[src/rtl/coin_credit_pkg.sv]
// coin_credit_pkg: definitions shared by the coin credit front-end.
// It holds the FSM state encoding, the credit width and ceiling, the coin
// values, and a saturating add helper.
package coin_credit_pkg;

  localparam int CREDIT_W   = 4;
  localparam int CREDIT_MAX = 15;
  localparam int COIN0_VAL  = 1;
  localparam int COIN1_VAL  = 2;

  typedef enum logic [2:0] {
    S_IDLE,
    S_ACCUM,
    S_VEND,
    S_WAIT_DONE,
    S_REFUND
  } state_e;

  typedef logic [CREDIT_W-1:0] credit_t;

  // Adds a coin value of 0..3 to the credit. The sum is capped at CREDIT_MAX.
  function automatic credit_t sat_add(input credit_t a, input logic [1:0] inc);
    logic [CREDIT_W:0] s;
    s = {1'b0, a} + (CREDIT_W+1)'(inc);
    return (s > (CREDIT_W+1)'(CREDIT_MAX)) ? credit_t'(CREDIT_MAX) : s[CREDIT_W-1:0];
  endfunction

endpackage

[src/rtl/input_debounce.sv]
// input_debounce: debounces one raw button and flags each rising edge of the
// debounced level.
//   clk, rst : clock and synchronous active-high reset
//   raw_i    : raw asynchronous button level
//   rise_o   : one-cycle pulse after the debounced level goes 0 -> 1
// The raw input is first captured in a sample flop. The counter then needs
// DEBOUNCE_CYCLES consecutive samples that differ from the current level
// before the level flips. From the first high raw sample, the pulse therefore
// becomes visible DEBOUNCE_CYCLES+1 edges later.
module input_debounce #(
  parameter int DEBOUNCE_CYCLES = 4
) (
  input  logic clk,
  input  logic rst,
  input  logic raw_i,
  output logic rise_o
);
  localparam int CNT_W = $clog2(DEBOUNCE_CYCLES + 1);

  logic             samp_q;
  logic             level_q, level_d;
  logic             prev_q;
  logic [CNT_W-1:0] cnt_q, cnt_d;

  // The counter counts only samples that disagree with the level. Any sample
  // that matches the level restarts the count.
  always_comb begin
    level_d = level_q;
    cnt_d   = '0;
    if (samp_q != level_q) begin
      if (cnt_q == CNT_W'(DEBOUNCE_CYCLES - 1)) level_d = samp_q;
      else                                      cnt_d   = cnt_q + 1'b1;
    end
  end

  always_ff @(posedge clk) begin
    if (rst) begin
      samp_q  <= 1'b0;
      level_q <= 1'b0;
      prev_q  <= 1'b0;
      cnt_q   <= '0;
    end else begin
      samp_q  <= raw_i;
      level_q <= level_d;
      prev_q  <= level_q;
      cnt_q   <= cnt_d;
    end
  end

  assign rise_o = level_q & ~prev_q;

endmodule

[src/rtl/coin_credit_tx.sv]
// coin_credit_tx: coin acceptor front-end. It debounces the coin, cancel and
// vend buttons, accumulates credit, and runs the vend and refund handshakes
// with the state controller.
//   clk, rst     : clock and synchronous active-high reset
//   coin_in[1:0] : raw coin buttons (bit0 = 1 unit, bit1 = 2 units)
//   cancel_in    : raw refund button
//   vend_in      : raw vend request button
//   vend_done    : one-cycle acknowledge from the controller
//   credito_out  : current credit (registered)
//   avance_out   : one-cycle advance pulse (registered)
//   refund_pulse : one-cycle refund pulse (registered)
//   busy         : high in VEND, WAIT_DONE and REFUND (registered)
module coin_credit_tx
  import coin_credit_pkg::*;
#(
  parameter int DEBOUNCE_CYCLES = 4,
  parameter int PRICE           = 5,
  parameter int DONE_TIMEOUT    = 16
) (
  input  logic                clk,
  input  logic                rst,
  input  logic [1:0]          coin_in,
  input  logic                cancel_in,
  input  logic                vend_in,
  input  logic                vend_done,
  output logic [CREDIT_W-1:0] credito_out,
  output logic                avance_out,
  output logic                refund_pulse,
  output logic                busy
);
  localparam int TMR_W = $clog2(DONE_TIMEOUT + 1);

  logic [3:0] raw, ev;
  assign raw = {vend_in, cancel_in, coin_in};

  for (genvar g = 0; g < 4; g++) begin : g_db
    input_debounce #(.DEBOUNCE_CYCLES(DEBOUNCE_CYCLES)) u_db (
      .clk   (clk),
      .rst   (rst),
      .raw_i (raw[g]),
      .rise_o(ev[g])
    );
  end

  state_e           state_q, state_d;
  credit_t          credit_q, credit_d;
  logic [TMR_W-1:0] tmr_q, tmr_d;
  logic             avance_q, avance_d;
  logic             refund_q, refund_d;
  logic             busy_q, busy_d;
  logic [1:0]       coin_val;
  logic             enough;

  always_comb begin
    coin_val = (ev[0] ? 2'(COIN0_VAL) : 2'd0) + (ev[1] ? 2'(COIN1_VAL) : 2'd0);
    enough   = int'(credit_q) >= PRICE;
  end

  always_comb begin
    state_d  = state_q;
    credit_d = credit_q;
    tmr_d    = tmr_q;
    unique case (state_q)
      S_IDLE: begin
        credit_d = '0;
        if (coin_val != 2'd0) begin
          credit_d = sat_add('0, coin_val);
          state_d  = S_ACCUM;
        end
      end
      S_ACCUM: begin
        // Cancel outranks vend, and vend outranks coins. A vend with too
        // little credit is ignored, so coins in that cycle still count.
        if (ev[2])                state_d  = S_REFUND;
        else if (ev[3] && enough) state_d  = S_VEND;
        else                      credit_d = sat_add(credit_q, coin_val);
      end
      S_VEND: begin
        state_d = S_WAIT_DONE;
        tmr_d   = '0;
      end
      S_WAIT_DONE: begin
        if (vend_done) begin
          credit_d = credit_q - CREDIT_W'(PRICE);
          state_d  = (credit_d == '0) ? S_IDLE : S_ACCUM;
        end else if (tmr_q == TMR_W'(DONE_TIMEOUT - 1)) begin
          state_d = S_ACCUM;
          tmr_d   = '0;
        end else begin
          tmr_d = tmr_q + 1'b1;
        end
      end
      S_REFUND: begin
        credit_d = '0;
        state_d  = S_IDLE;
      end
      default: begin
        credit_d = '0;
        state_d  = S_IDLE;
      end
    endcase
    // The flags are decoded from the next state. The registered pulses then
    // line up exactly with the cycle the FSM spends in that state.
    avance_d = (state_d == S_VEND);
    refund_d = (state_d == S_REFUND);
    busy_d   = (state_d == S_VEND) || (state_d == S_WAIT_DONE) || (state_d == S_REFUND);
  end

  always_ff @(posedge clk) begin
    if (rst) begin
      state_q  <= S_IDLE;
      credit_q <= '0;
      tmr_q    <= '0;
      avance_q <= 1'b0;
      refund_q <= 1'b0;
      busy_q   <= 1'b0;
    end else begin
      state_q  <= state_d;
      credit_q <= credit_d;
      tmr_q    <= tmr_d;
      avance_q <= avance_d;
      refund_q <= refund_d;
      busy_q   <= busy_d;
    end
  end

  assign credito_out  = credit_q;
  assign avance_out   = avance_q;
  assign refund_pulse = refund_q;
  assign busy         = busy_q;

endmodule

[config.mk]
export PLATFORM = sky130hd
export DESIGN_NAME = coin_credit_tx
export DESIGN_NICKNAME = d
export VERILOG_FILES = /design/src/rtl/coin_credit_pkg.sv /design/src/rtl/input_debounce.sv /design/src/rtl/coin_credit_tx.sv
export SDC_FILE = /design/constraint.sdc
export NUM_CORES = 1
export LEC_CHECK = 0
export CORE_ASPECT_RATIO = 0.7
export CORE_UTILIZATION = 45
export CTS_CLUSTER_SIZE = 10
export DETAILED_ROUTE_END_ITERATION = 12
export DONT_BUFFER_PORTS = 1
export GPL_ROUTABILITY_DRIVEN = 0
export PLACE_DENSITY = 0.66
export SLEW_MARGIN = 20
export SYNTH_ARGS = -nofsm -noshare
export SYNTH_HDL_FRONTEND = slang
export SYNTH_SLANG_ARGS = --single-unit
[constraint.sdc]
create_clock -name clk -period 2.2 [get_ports clk]
set_input_delay 0.33 -clock clk [delete_from_list [all_inputs] [get_ports clk]]
set_output_delay 0.33 -clock clk [all_outputs]
set_load 0.01 [all_outputs]
==> tab_implementation.tex, run 1 <==
\begin{tabular}{lr}
\hline
Metric & Value \\
\hline
\multicolumn{2}{l}{\textbf{Global route}} \\
\quad GR Util All Layers & 0.169 \\
\quad Number of antenna violations at the first check in global routing & 0 \\
\quad First-pass GRT wire length & 5590 µm \\
\quad Total congestion overflow & 0 \\
\quad Largest net degree at the start of global routing & 29 \\
\quad Via count of the first global-routing pass & 1300 \\
\multicolumn{2}{l}{\textbf{STA}} \\
\quad Final number of hold-violating endpoints & 0 \\
\quad Least-Margin Pin Slew & 669 ps \\
\quad Fin Hold WS & 113 ps \\
\quad Final clock skew & 7.38 ps \\
\quad Final worst-path cycle share & 0.813 \\
\quad Slew Limit Headroom & 0.549 \\
\quad Timing-limited maximum frequency & 0.559 GHz \\
\quad Number of max-slew violations in the final report & 0 \\
\quad Final total negative setup slack & 0 ps \\
\quad Time the worst path needs with I/O delays and setup & 1790 ps \\
\quad Unrepaired setup endpoints after global routing & no \\
\quad Count of endpoints failing setup in the final report & 0 \\
\multicolumn{2}{l}{\textbf{Setup path}} \\
\quad Start point of the critical path & credito\_out[0] \\
\quad Critical Path Start Type & flip-flop \\
\quad Arrival time at the worst endpoint & 1970 ps \\
\quad Worst R2R Start & credito\_out[0] \\
\quad Data required time of the worst path & 2380 ps \\
\quad Start-to-end type of the worst setup path & flip-flop to flip-flop \\
\quad Largest fanout on the critical path & 4 \\
\quad Nature of the critical path endpoint & flip-flop \\
\multicolumn{2}{l}{\textbf{Die}} \\
\quad Die height & 55.5 µm \\
\quad Boundary pin count & 14 \\
\quad Die extent in x & 78.4 µm \\
\quad Core area & 3920 µm² \\
\quad Die Area & 4350 µm² \\
\quad Cell row count & 19 \\
\quad Starting density of the core & 0.468 \\
\multicolumn{2}{l}{\textbf{Flow run}} \\
\quad MaxCap Viol Count & 0 \\
\multicolumn{2}{l}{\textbf{Logic synthesis}} \\
\quad Dominant cells by area after synthesis & sky130\_fd\_sc\_hd\_\_dfxtp\_1 (43\%), sky130\_fd\_sc\_hd\_\_ha\_1 (8.9\%), sky130\_fd\_sc\_hd\_\_nor2\_1 (5.1\%), sky130\_fd\_sc\_hd\_\_nor2b\_1 (3.4\%), sky130\_fd\_sc\_hd\_\_inv\_1 (3.3\%) \\
\quad EDFF count, synth & 0 \\
\quad Distinct cell type count after synthesis & 46 \\
\quad Area of the mapped netlist & 1840 µm² \\
\quad Fraction of post-synthesis cell area in the top cell type by area & 0.425 \\
\quad Sequential cell area fraction in the yosys report & 0.425 \\
\quad Leading post-synthesis cells by instance count & sky130\_fd\_sc\_hd\_\_dfxtp\_1 (39), sky130\_fd\_sc\_hd\_\_nor2\_1 (25), sky130\_fd\_sc\_hd\_\_inv\_1 (16), sky130\_fd\_sc\_hd\_\_ha\_1 (13), sky130\_fd\_sc\_hd\_\_nor2b\_1 (10) \\
\quad Async S/R FF share, synth & 0 \\
\quad Warnings, synthesis & 0 \\
\quad Largest area contributor in the netlist & sky130\_fd\_sc\_hd\_\_dfxtp\_1 \\
\quad Number of synthesized register bits & 39 \\
\quad Main flop type after synthesis & sky130\_fd\_sc\_hd\_\_dfxtp\_1 \\
\quad Syn nets & 216 \\
\quad Mean instance size in the synthesized netlist & 9.42 µm² \\
\quad Gate Count Post-Synth & 195 \\
\quad Most numerous cell in the Yosys netlist & sky130\_fd\_sc\_hd\_\_dfxtp\_1 \\
\multicolumn{2}{l}{\textbf{Clock tree}} \\
\quad Maximum level of the CTS H-tree & 2 \\
\quad Post-CTS Hold Fix Bufs & 0 \\
\quad Count of cells resized by post-cts repair & 0 \\
\quad Number of clock buffers inserted by TritonCTS & 5 \\
\quad Register clock-pin slew on the reported worst setup and hold paths & 70 ps \\
\quad Number of buffers between clock root and the deepest sink & 2 \\
\quad Library cell used as clock root buffer & sky130\_fd\_sc\_hd\_\_clkbuf\_8 \\
\quad Clock Latency Late Sink & 280 ps \\
\quad TritonCTS clock tree & done \\
\quad Number of buffers inserted to repair setup after CTS & 0 \\
\quad Total number of clock tree sinks & 39 \\
\multicolumn{2}{l}{\textbf{Power and ir drop}} \\
\quad Worst supply voltage drop on vdd & 0.000382 V \\
\quad Post-layout total power & 1.29 mW \\
\quad Clk pwr share & 0.427 \\
\quad Reported leakage power & 0.762 nW \\
\quad Fraction of power consumed by combinational cells & 0.017 \\
\quad Pint & 1.06 mW \\
\quad Switching part of the total power & 0.181 \\
\quad Part of the total power dissipated in sequential elements & 0.557 \\
\quad Net switching power figure & 0.234 mW \\
\quad Cell Pwr Density & 655 nW/µm² \\
\multicolumn{2}{l}{\textbf{Status}} \\
\quad Result of the run & completed \\
\multicolumn{2}{l}{\textbf{Routing}} \\
\quad Routed wirelength normalized by instance count & 13.0 µm \\
\quad Iteration count of the initial detailed-routing pass & 4 \\
\quad Post-route antenna net violation count & 0 \\
\quad Number of remaining DRC errors & 0 \\
\quad Vias/cell & 5.38 \\
\quad Count of routing violations after the opening detailed-route iteration & 100 \\
\quad Vias after detailed routing & 1334 \\
\quad Final wirelength & 3230 µm \\
\multicolumn{2}{l}{\textbf{Finish}} \\
\quad Layout Utilization & 0.502 \\
\quad Combined area of the multi-input logic cells & 943 µm² \\
\quad Register Area & 781 µm² \\
\quad Ratio of cells with drive above 1 in the final layout & 0.0867 \\
\quad Final net count & 217 \\
\quad Final instance area & 1970 µm² \\
\quad Area delta synth->final & 7.29\% \\
\quad Count of fill cells added during filler insertion & 367 \\
\quad Antenna cells & 0 \\
\multicolumn{2}{l}{\textbf{Place}} \\
\quad Post-place instance area & 1870 µm² \\
\quad Port bufs & 0 \\
\quad HPWL reported at the end of detailed placement & 2430 µm \\
\multicolumn{2}{l}{\textbf{Min path}} \\
\quad Start point of the worst min-delay path & rst \\
\quad HP Class & input port to flip-flop \\
\hline
\end{tabular}
-- layer usage --
layer  GRT usage  wire length [µm]  share of wire
met4      0.0556                10         0.0031
met2       0.271              1550           0.48
met5           0                 0              0
met3      0.0595               198          0.061
met1       0.212              1470           0.46
-- stage by stage --
step	cells	setup WS, ps
2_1_floorplan	195	329
3_3_place_gp	241	453
3_5_place_dp	241	426
4_1_cts	248	411
5_1_grt	248	296
6_report	248	411
-- cell families (layout without fill, tap and decap cells) --
logic type / count (synthesis) / count (layout) / synth area share
simple gates: 74 / 74 / 0.222
flops: 39 / 39 / 0.425
compound gates: 34 / 34 / 0.146
buf+inv: 25 / 26 / 0.0613
fa+ha+maj: 14 / 14 / 0.0995
xor+xnor: 5 / 5 / 0.0238
mux: 4 / 4 / 0.0218
-- power by group through the flow --
stage / logic [mW] / clock network, mW / registers (mW)
global placement: 0.0199 / 0 / 0.734
finish: 0.0213 / 0.551 / 0.719
CTS: 0.0218 / 0.572 / 0.719
global route: 0.0256 / 0.606 / 0.719
floorplan: 0.0240 / 0 / 0.734
detailed placement: 0.0216 / 0 / 0.735
-- worst paths after layout --
check / endpoint / depth (start not counted) / slack (ps)
hold reg to reg: g_db[0].u_db.cnt_q[0] / 1 / 420
setup / recovery: state_q[0] / 6 / 410
setup reg to reg: state_q[0] / 6 / 410
hold / removal: credito_out[3] / 1 / 110
-- layout by cell type (no fill, tap or decap), types with 3 or more instances in the layout --
cell type                  Yosys  layout
sky130_fd_sc_hd__nor3_1        5       5
sky130_fd_sc_hd__xnor2_1       4       4
sky130_fd_sc_hd__nand3b_1      3       3
sky130_fd_sc_hd__nor2_1       25      25
sky130_fd_sc_hd__inv_1        16      16
sky130_fd_sc_hd__or3_1         7       7
sky130_fd_sc_hd__o21ai_0       4       4
sky130_fd_sc_hd__nand3_1       4       4
sky130_fd_sc_hd__nand2_1       4       4
sky130_fd_sc_hd__dfxtp_1      39      39
sky130_fd_sc_hd__mux2i_1       4       4
sky130_fd_sc_hd__nand2b_1      4       4
sky130_fd_sc_hd__a21oi_1       9       9
sky130_fd_sc_hd__ha_1         13      13
sky130_fd_sc_hd__nor2b_1      10      10
sky130_fd_sc_hd__clkbuf_8      0       5
-- worst max-delay path, cell delays in order (launching register included) --
cell and delay, ps:
sky130_fd_sc_hd__dfxtp_1 350, sky130_fd_sc_hd__inv_1 50, sky130_fd_sc_hd__ha_1 230, sky130_fd_sc_hd__nor3b_2 180, sky130_fd_sc_hd__o311a_1 350, sky130_fd_sc_hd__o32a_1 360, sky130_fd_sc_hd__and2_1 160
-- sequential cells by signal (all words and copies together), names as in the netlist --
| register | count |
|---|---|
| g_db.u_db.prev_q | 4 |
| g_db.u_db.cnt_q | 12 |
| state_q | 3 |
| busy | 1 |
| tmr_q | 5 |
| credito_out | 4 |
| g_db.u_db.level_q | 4 |
| avance_out | 1 |
| g_db.u_db.samp_q | 4 |
| refund_pulse | 1 |
-- area by class of cell --
class                      instances  area share
tap                               52      0.0330
clock buffer                       6      0.0368
multi-input combinational        131       0.479
inverter                          17      0.0324
sequential                        39       0.396
clock inverter                     1      0.0152
timing repair buffer               2     0.00762
No activity file was read; power rests on OpenSTA's default activity.
==> run 2, diff against run 1 <==
clock period = 1.8 ns   (was 2.2 ns; I/O delays follow)
==> tab_implementation.tex, run 2 (synthesis gave the netlist of run 1 again) <==
\begin{tabular}{lr}
\hline
Metric & Value \\
\hline
\multicolumn{2}{l}{\textbf{Setup path}} \\
\quad Delay of the slowest cell on the worst path & 390 ps (was 360 ps) \\
\quad Ordered cell list for the critical path & inv\_1 > ha\_4 > nor3b\_4 > o311a\_1 > o32a\_1 > and2\_1 (was inv\_1 > ha\_1 > nor3b\_2 > o311a\_1 > o32a\_1 > and2\_1) \\
\quad Critical Path Start Type & flip-flop (unchanged) \\
\quad Largest fanout on the critical path & 4 (unchanged) \\
\quad Critical-path cell with the highest stage delay & sky130\_fd\_sc\_hd\_\_o32a\_1 (unchanged) \\
\quad Arrival time at the worst endpoint & 1940 ps (was 1970 ps) \\
\quad Nature of the critical path endpoint & flip-flop (unchanged) \\
\quad Data required time of the worst path & 1990 ps (was 2380 ps) \\
\quad Start-to-end type of the worst setup path & flip-flop to flip-flop (unchanged) \\
\multicolumn{2}{l}{\textbf{Routing}} \\
\quad Final wirelength & 3610 µm (was 3230 µm) \\
\quad Vias after detailed routing & 1368 (was 1334) \\
\quad Post-route antenna net violation count & 0 (unchanged) \\
\quad Vias/cell & 5.34 (was 5.38) \\
\quad Iteration count of the initial detailed-routing pass & 4 (unchanged) \\
\quad Routed wirelength normalized by instance count & 14.1 µm (was 13.0 µm) \\
\quad Count of routing violations after the opening detailed-route iteration & 99 (was 100) \\
\quad Number of remaining DRC errors & 0 (unchanged) \\
\multicolumn{2}{l}{\textbf{Clock tree}} \\
\quad Post-CTS Hold Fix Bufs & 0 (unchanged) \\
\quad Maximum level of the CTS H-tree & 2 (unchanged) \\
\quad Number of clock buffers inserted by TritonCTS & 5 (unchanged) \\
\quad Library cell used as clock root buffer & sky130\_fd\_sc\_hd\_\_clkbuf\_8 (unchanged) \\
\quad TritonCTS clock tree & done (unchanged) \\
\quad Total number of clock tree sinks & 39 (unchanged) \\
\quad Number of buffers between clock root and the deepest sink & 2 (unchanged) \\
\quad Clock Latency Late Sink & 290 ps (was 280 ps) \\
\quad Register clock-pin slew on the reported worst setup and hold paths & 70 ps (about the same) \\
\multicolumn{2}{l}{\textbf{STA}} \\
\quad Time the worst path needs with I/O delays and setup & 1750 ps (was 1790 ps) \\
\quad Timing-limited maximum frequency & 0.571 GHz (was 0.559 GHz) \\
\quad Final clock skew & 5.90 ps (was 7.38 ps) \\
\quad Final total negative setup slack & 0 ps (unchanged) \\
\quad Final number of hold-violating endpoints & 0 (unchanged) \\
\quad Number of max-slew violations in the final report & 0 (unchanged) \\
\quad Slew Limit Headroom & 0.659 (was 0.549) \\
\quad Count of endpoints failing setup in the final report & 0 (unchanged) \\
\quad Least-Margin Pin Slew & 507 ps (was 669 ps) \\
\quad Final worst-path cycle share & 0.972 (was 0.813) \\
\quad Unrepaired setup endpoints after global routing & no (unchanged) \\
\multicolumn{2}{l}{\textbf{Finish}} \\
\quad Ratio of cells with drive above 1 in the final layout & 0.181 (was 0.0867) \\
\quad Final net count & 224 (was 217) \\
\quad Top Registers & g\_db.u\_db.cnt\_q x12, tmr\_q x5 (unchanged) \\
\quad Layout Utilization & 0.530 (was 0.502) \\
\quad Leading cell type in the layout, fill and taps excluded & sky130\_fd\_sc\_hd\_\_dfxtp\_1 (unchanged) \\
\quad Count of fill cells added during filler insertion & 368 (was 367) \\
\quad Non-filler instance count after layout & 256 (was 248) \\
\quad Final instance area & 2080 µm² (was 1970 µm²) \\
\quad Max reg flops & 12 (unchanged) \\
\quad Most used cells in the layout excluding fill and tap cells & sky130\_fd\_sc\_hd\_\_dfxtp\_1 (35), sky130\_fd\_sc\_hd\_\_nor2\_1 (25), sky130\_fd\_sc\_hd\_\_inv\_1 (14), sky130\_fd\_sc\_hd\_\_ha\_1 (11), sky130\_fd\_sc\_hd\_\_nor2b\_1 (10) (was sky130\_fd\_sc\_hd\_\_dfxtp\_1 (39), sky130\_fd\_sc\_hd\_\_nor2\_1 (25), sky130\_fd\_sc\_hd\_\_inv\_1 (16), sky130\_fd\_sc\_hd\_\_ha\_1 (13), sky130\_fd\_sc\_hd\_\_nor2b\_1 (10)) \\
\quad Register with the most flip-flops & g\_db.u\_db.cnt\_q (unchanged) \\
\quad Antenna cells & 0 (unchanged) \\
\quad Area delta synth->final & 13.3\% (was 7.29\%) \\
\multicolumn{2}{l}{\textbf{Power and ir drop}} \\
\quad Worst supply voltage drop on vdd & 0.000361 V (was 0.000382 V) \\
\quad Reported leakage power & 0.807 nW (was 0.762 nW) \\
\quad Cell Pwr Density & 736 nW/µm² (was 655 nW/µm²) \\
\multicolumn{2}{l}{\textbf{Die}} \\
\quad Starting density of the core & 0.468 (unchanged) \\
\quad Die Area & 4350 µm² (unchanged) \\
\quad Die height & 55.5 µm (unchanged) \\
\quad Cell row count & 19 (unchanged) \\
\quad Boundary pin count & 14 (unchanged) \\
\quad Die extent in x & 78.4 µm (unchanged) \\
\quad Core area & 3920 µm² (unchanged) \\
\multicolumn{2}{l}{\textbf{Place}} \\
\quad Placed cell count & 247 (was 241) \\
\quad Port bufs & 0 (unchanged) \\
\quad Post-place instance area & 1920 µm² (was 1870 µm²) \\
\quad HPWL reported at the end of detailed placement & 2680 µm (was 2430 µm) \\
\multicolumn{2}{l}{\textbf{Status}} \\
\quad Result of the run & completed (unchanged) \\
\multicolumn{2}{l}{\textbf{Global route}} \\
\quad Via count of the first global-routing pass & 1285 (was 1300) \\
\quad Number of antenna violations at the first check in global routing & 0 (unchanged) \\
\quad Total congestion overflow & 0 (unchanged) \\
\quad First-pass GRT wire length & 6060 µm (was 5590 µm) \\
\quad GR Util All Layers & 0.187 (was 0.169) \\
\quad Largest net degree at the start of global routing & 29 (unchanged) \\
\multicolumn{2}{l}{\textbf{Flow run}} \\
\quad MaxCap Viol Count & 0 (unchanged) \\
\multicolumn{2}{l}{\textbf{Min path}} \\
\quad HP Class & input port to flip-flop (unchanged) \\
\hline
\end{tabular}
[run 2: cell types whose count changed in the layout (fill, tap and decap cells not counted), moves of 2 or more]
cell                       delta
sky130_fd_sc_hd__dfxtp_1      -4
sky130_fd_sc_hd__inv_2        +2
sky130_fd_sc_hd__dfxtp_2      +4
sky130_fd_sc_hd__ha_4         +2
sky130_fd_sc_hd__clkbuf_8     +2
sky130_fd_sc_hd__inv_1        -2
sky130_fd_sc_hd__ha_1         -2
sky130_fd_sc_hd__buf_4        +6
[run 2: final cells by class]
cell class | instances | area [µm²] | area share
Sequential cell | 39 | 786 | 0.378
Multi-Input combinational cell | 131 | 995 | 0.478
Clock buffer | 8 | 100 | 0.0481
Inverter | 17 | 63.8 | 0.0307
Timing Repair Buffer | 9 | 71.3 | 0.0343
Tap cell | 52 | 65.1 | 0.0313
[run 2: path summary, 6_finish.rpt]
check	to	depth (start not counted)	startpoint	slack (ps)
worst max-delay path	state_q[0]	6	credito_out[0]	50
worst min-delay path	g_db[0].u_db.level_q	1	rst	40
worst max register to register	state_q[0]	6	credito_out[0]	50
worst min register to register	g_db[3].u_db.cnt_q[0]	1	g_db[3].u_db.cnt_q[0]	430
[run 2: power breakdown]
part           internal [mW]  switching [mW]
combinational         0.0140          0.0128
sequential             0.872         0.00597
clock                  0.349           0.278
total                   1.24           0.297
[run 2: timing repair]
item | 4_1_cts | 5_1_grt
gates cloned | 0 | 0
setup endpoints to repair | 2 | 5
gates resized for setup | 1 | 13
setup buffers | 0 | 1
pin swaps | 0 | 5
[run 2: per-layer routing]
| metal | global-route usage | routed length, µm | vias up |
|---|---|---|---|
| met3 | 0.0661 | 161 | 7 |
| li1 | - | - | 690 |
| met2 | 0.288 | 1720 | 27 |
| met4 | 0.0714 | 44 | 0 |
| met5 | 0 | 0 | - |
| met1 | 0.240 | 1680 | 644 |
[run 2: through the flow]
step / setup slack (ps) / hold WS, ps / total power [mW]
floorplan: 35.4 / 398 / 0.926
global placement: -2.21 / 342 / 0.922
detailed placement: 13.7 / 349 / 0.925
CTS: 16.0 / 32.0 / 1.56
global route: 4.32 / 19.1 / 1.61
finish: 49.8 / 44.2 / 1.53
[run 2: worst max-delay path: cells and delay by family, from the launching register on]
family,cells,cell delay (ps)
buf+inv,1,60
simple gates,2,310
fa+ha+maj,1,170
compound gates,2,760
flops,1,330
==> run 3, diff against run 2 <==
CORE_MARGIN = 1   (was unset)
SKIP_CTS_REPAIR_TIMING = 1   (was unset)
clock period = 1.79 ns   (was 1.8 ns; I/O delays follow)
==> tab_implementation.tex, run 3 (synthesis gave the netlist of run 1 again) <==
\begin{tabular}{lr}
\hline
Metric & Value \\
\hline
\multicolumn{2}{l}{\textbf{Die}} \\
\quad Starting density of the core & 0.468 (unchanged) \\
\quad Cell row count & 19 (unchanged) \\
\quad Boundary pin count & 14 (unchanged) \\
\quad Die height & 55.5 µm (unchanged) \\
\quad Die extent in x & 78.4 µm (unchanged) \\
\quad Die Area & 4350 µm² (unchanged) \\
\quad Core area & 3920 µm² (unchanged) \\
\multicolumn{2}{l}{\textbf{Finish}} \\
\quad Most used cells in the layout excluding fill and tap cells & sky130\_fd\_sc\_hd\_\_dfxtp\_1 (35), sky130\_fd\_sc\_hd\_\_nor2\_1 (25), sky130\_fd\_sc\_hd\_\_inv\_1 (14), sky130\_fd\_sc\_hd\_\_ha\_1 (11), sky130\_fd\_sc\_hd\_\_nor2b\_1 (10) (unchanged) \\
\quad Register with the most flip-flops & g\_db.u\_db.cnt\_q (unchanged) \\
\quad Final instance area & 2070 µm² (was 2080 µm²) \\
\quad Top Registers & g\_db.u\_db.cnt\_q x12, tmr\_q x5 (unchanged) \\
\quad Leading cell type in the layout, fill and taps excluded & sky130\_fd\_sc\_hd\_\_dfxtp\_1 (unchanged) \\
\quad Area delta synth->final & 12.7\% (was 13.3\%) \\
\quad Non-filler instance count after layout & 256 (unchanged) \\
\quad Layout Utilization & 0.528 (was 0.530) \\
\quad Ratio of cells with drive above 1 in the final layout & 0.172 (was 0.181) \\
\quad Antenna cells & 0 (unchanged) \\
\quad Final net count & 224 (unchanged) \\
\quad Max reg flops & 12 (unchanged) \\
\quad Count of fill cells added during filler insertion & 368 (unchanged) \\
\multicolumn{2}{l}{\textbf{Routing}} \\
\quad Post-route antenna net violation count & 0 (unchanged) \\
\quad Routed wirelength normalized by instance count & 14.5 µm (was 14.1 µm) \\
\quad Vias/cell & 5.40 (was 5.34) \\
\quad Iteration count of the initial detailed-routing pass & 5 (was 4) \\
\quad Count of routing violations after the opening detailed-route iteration & 97 (was 99) \\
\quad Final wirelength & 3700 µm (was 3610 µm) \\
\quad Number of remaining DRC errors & 0 (unchanged) \\
\quad Vias after detailed routing & 1383 (was 1368) \\
\multicolumn{2}{l}{\textbf{Global route}} \\
\quad Number of antenna violations at the first check in global routing & 0 (unchanged) \\
\quad Met1 capacity usage during global routing & 0.240 (unchanged) \\
\quad Total congestion overflow & 0 (unchanged) \\
\quad GR Util All Layers & 0.187 (unchanged) \\
\quad Most crowded layer after global routing & met2 (unchanged) \\
\quad Via count of the first global-routing pass & 1285 (unchanged) \\
\quad Largest net degree at the start of global routing & 29 (unchanged) \\
\quad Met2 layer usage reported by global route & 0.288 (unchanged) \\
\quad First-pass GRT wire length & 6060 µm (unchanged) \\
\quad Global-route track usage on met3 & 0.0661 (unchanged) \\
\multicolumn{2}{l}{\textbf{STA}} \\
\quad Least-Margin Pin Slew & 410 ps (was 507 ps) \\
\quad Final worst-path cycle share & 0.984 (was 0.972) \\
\quad Timing-limited maximum frequency & 0.568 GHz (was 0.571 GHz) \\
\quad Final number of hold-violating endpoints & 0 (unchanged) \\
\quad Final clock skew & 6.41 ps (was 5.90 ps) \\
\quad Slew Limit Headroom & 0.724 (was 0.659) \\
\quad Time the worst path needs with I/O delays and setup & 1760 ps (was 1750 ps) \\
\quad Final total negative setup slack & 0 ps (unchanged) \\
\quad Count of endpoints failing setup in the final report & 0 (unchanged) \\
\quad Number of max-slew violations in the final report & 0 (unchanged) \\
\multicolumn{2}{l}{\textbf{Setup path}} \\
\quad Largest fanout on the critical path & 4 (unchanged) \\
\quad Worst R2R Start & credito\_out[0] (unchanged) \\
\quad Data required time of the worst path & 1980 ps (was 1990 ps) \\
\quad Arrival time at the worst endpoint & 1950 ps (was 1940 ps) \\
\quad Critical Path Start Type & flip-flop (unchanged) \\
\quad Start-to-end type of the worst setup path & flip-flop to flip-flop (unchanged) \\
\quad Start point of the critical path & credito\_out[0] (unchanged) \\
\quad Nature of the critical path endpoint & flip-flop (unchanged) \\
\multicolumn{2}{l}{\textbf{Clock tree}} \\
\quad Total number of clock tree sinks & 39 (unchanged) \\
\quad Register clock-pin slew on the reported worst setup and hold paths & 70 ps (about the same) \\
\quad Library cell used as clock root buffer & sky130\_fd\_sc\_hd\_\_clkbuf\_8 (unchanged) \\
\quad Number of buffers between clock root and the deepest sink & 2 (unchanged) \\
\quad TritonCTS clock tree & done (unchanged) \\
\quad Maximum level of the CTS H-tree & 2 (unchanged) \\
\quad Clock Latency Late Sink & 290 ps (about the same) \\
\quad Number of clock buffers inserted by TritonCTS & 5 (unchanged) \\
\multicolumn{2}{l}{\textbf{Place}} \\
\quad Port bufs & 0 (unchanged) \\
\quad Placed cell count & 247 (unchanged) \\
\quad Post-place instance area & 1920 µm² (unchanged) \\
\quad HPWL reported at the end of detailed placement & 2680 µm (unchanged) \\
\multicolumn{2}{l}{\textbf{Min path}} \\
\quad HP Class & input port to flip-flop (unchanged) \\
\quad Start point of the worst min-delay path & rst (unchanged) \\
\multicolumn{2}{l}{\textbf{Power and ir drop}} \\
\quad Cell Pwr Density & 747 nW/µm² (was 736 nW/µm²) \\
\quad Reported leakage power & 0.803 nW (was 0.807 nW) \\
\quad Post-layout total power & 1.55 mW (was 1.53 mW) \\
\quad Worst supply voltage drop on vdd & 0.000363 V (was 0.000361 V) \\
\multicolumn{2}{l}{\textbf{Flow run}} \\
\quad MaxCap Viol Count & 0 (unchanged) \\
\multicolumn{2}{l}{\textbf{Status}} \\
\quad Result of the run & completed (unchanged) \\
\hline
\end{tabular}
[run 3: cell counts in the layout (fill, tap and decap cells not counted)]
No cell type changed its count.
[run 3: per-stage QoR]
step | setup WS [ps] | hold WS (ps)
3_5_place_dp | 3.73 | 347
3_3_place_gp | -12.2 | 341
2_1_floorplan | 25.4 | 397
4_1_cts | -19.6 | 30.5
6_report | 28.6 | 37.2
5_1_grt | -13.2 | 17.6
[run 3: worst max-delay path: stages, from the launching register on]
cell,delay (ps)
sky130_fd_sc_hd__dfxtp_2,330
sky130_fd_sc_hd__inv_1,70
sky130_fd_sc_hd__ha_4,170
sky130_fd_sc_hd__nor3b_4,160
sky130_fd_sc_hd__o311a_1,380
sky130_fd_sc_hd__o32a_1,390
sky130_fd_sc_hd__and2_1,160
[run 3: final cells by class]
cell class	count	area, µm²	area share
multi-input combinational	131	985	0.476
inverter	17	63.8	0.0308
sequential	39	786	0.379
clock buffer	8	100	0.0483
timing repair buffer	9	71.3	0.0344
tap	52	65.1	0.0314
[run 3: power by group]
group	switching, mW	internal (mW)	total (mW)
Clock	0.286	0.351	0.637
Sequential	0.00601	0.877	0.883
Combinational	0.0129	0.0140	0.0270
[run 3: path summary, 6_finish.rpt]
check                           slack [ps]  depth (start not counted)               endpoint
worst min register to register         430                          1  g_db[3].u_db.cnt_q[0]
worst max register to register          30                          6             state_q[0]
worst max-delay path                    30                          6             state_q[0]
worst min-delay path                    40                          1   g_db[0].u_db.level_q
[run 3: per-layer routing]
layer / vias up / share of wire
li1: 693 / -
met5: - / 0
met3: 10 / 0.052
met1: 637 / 0.47
met4: 0 / 0.018
met2: 43 / 0.46
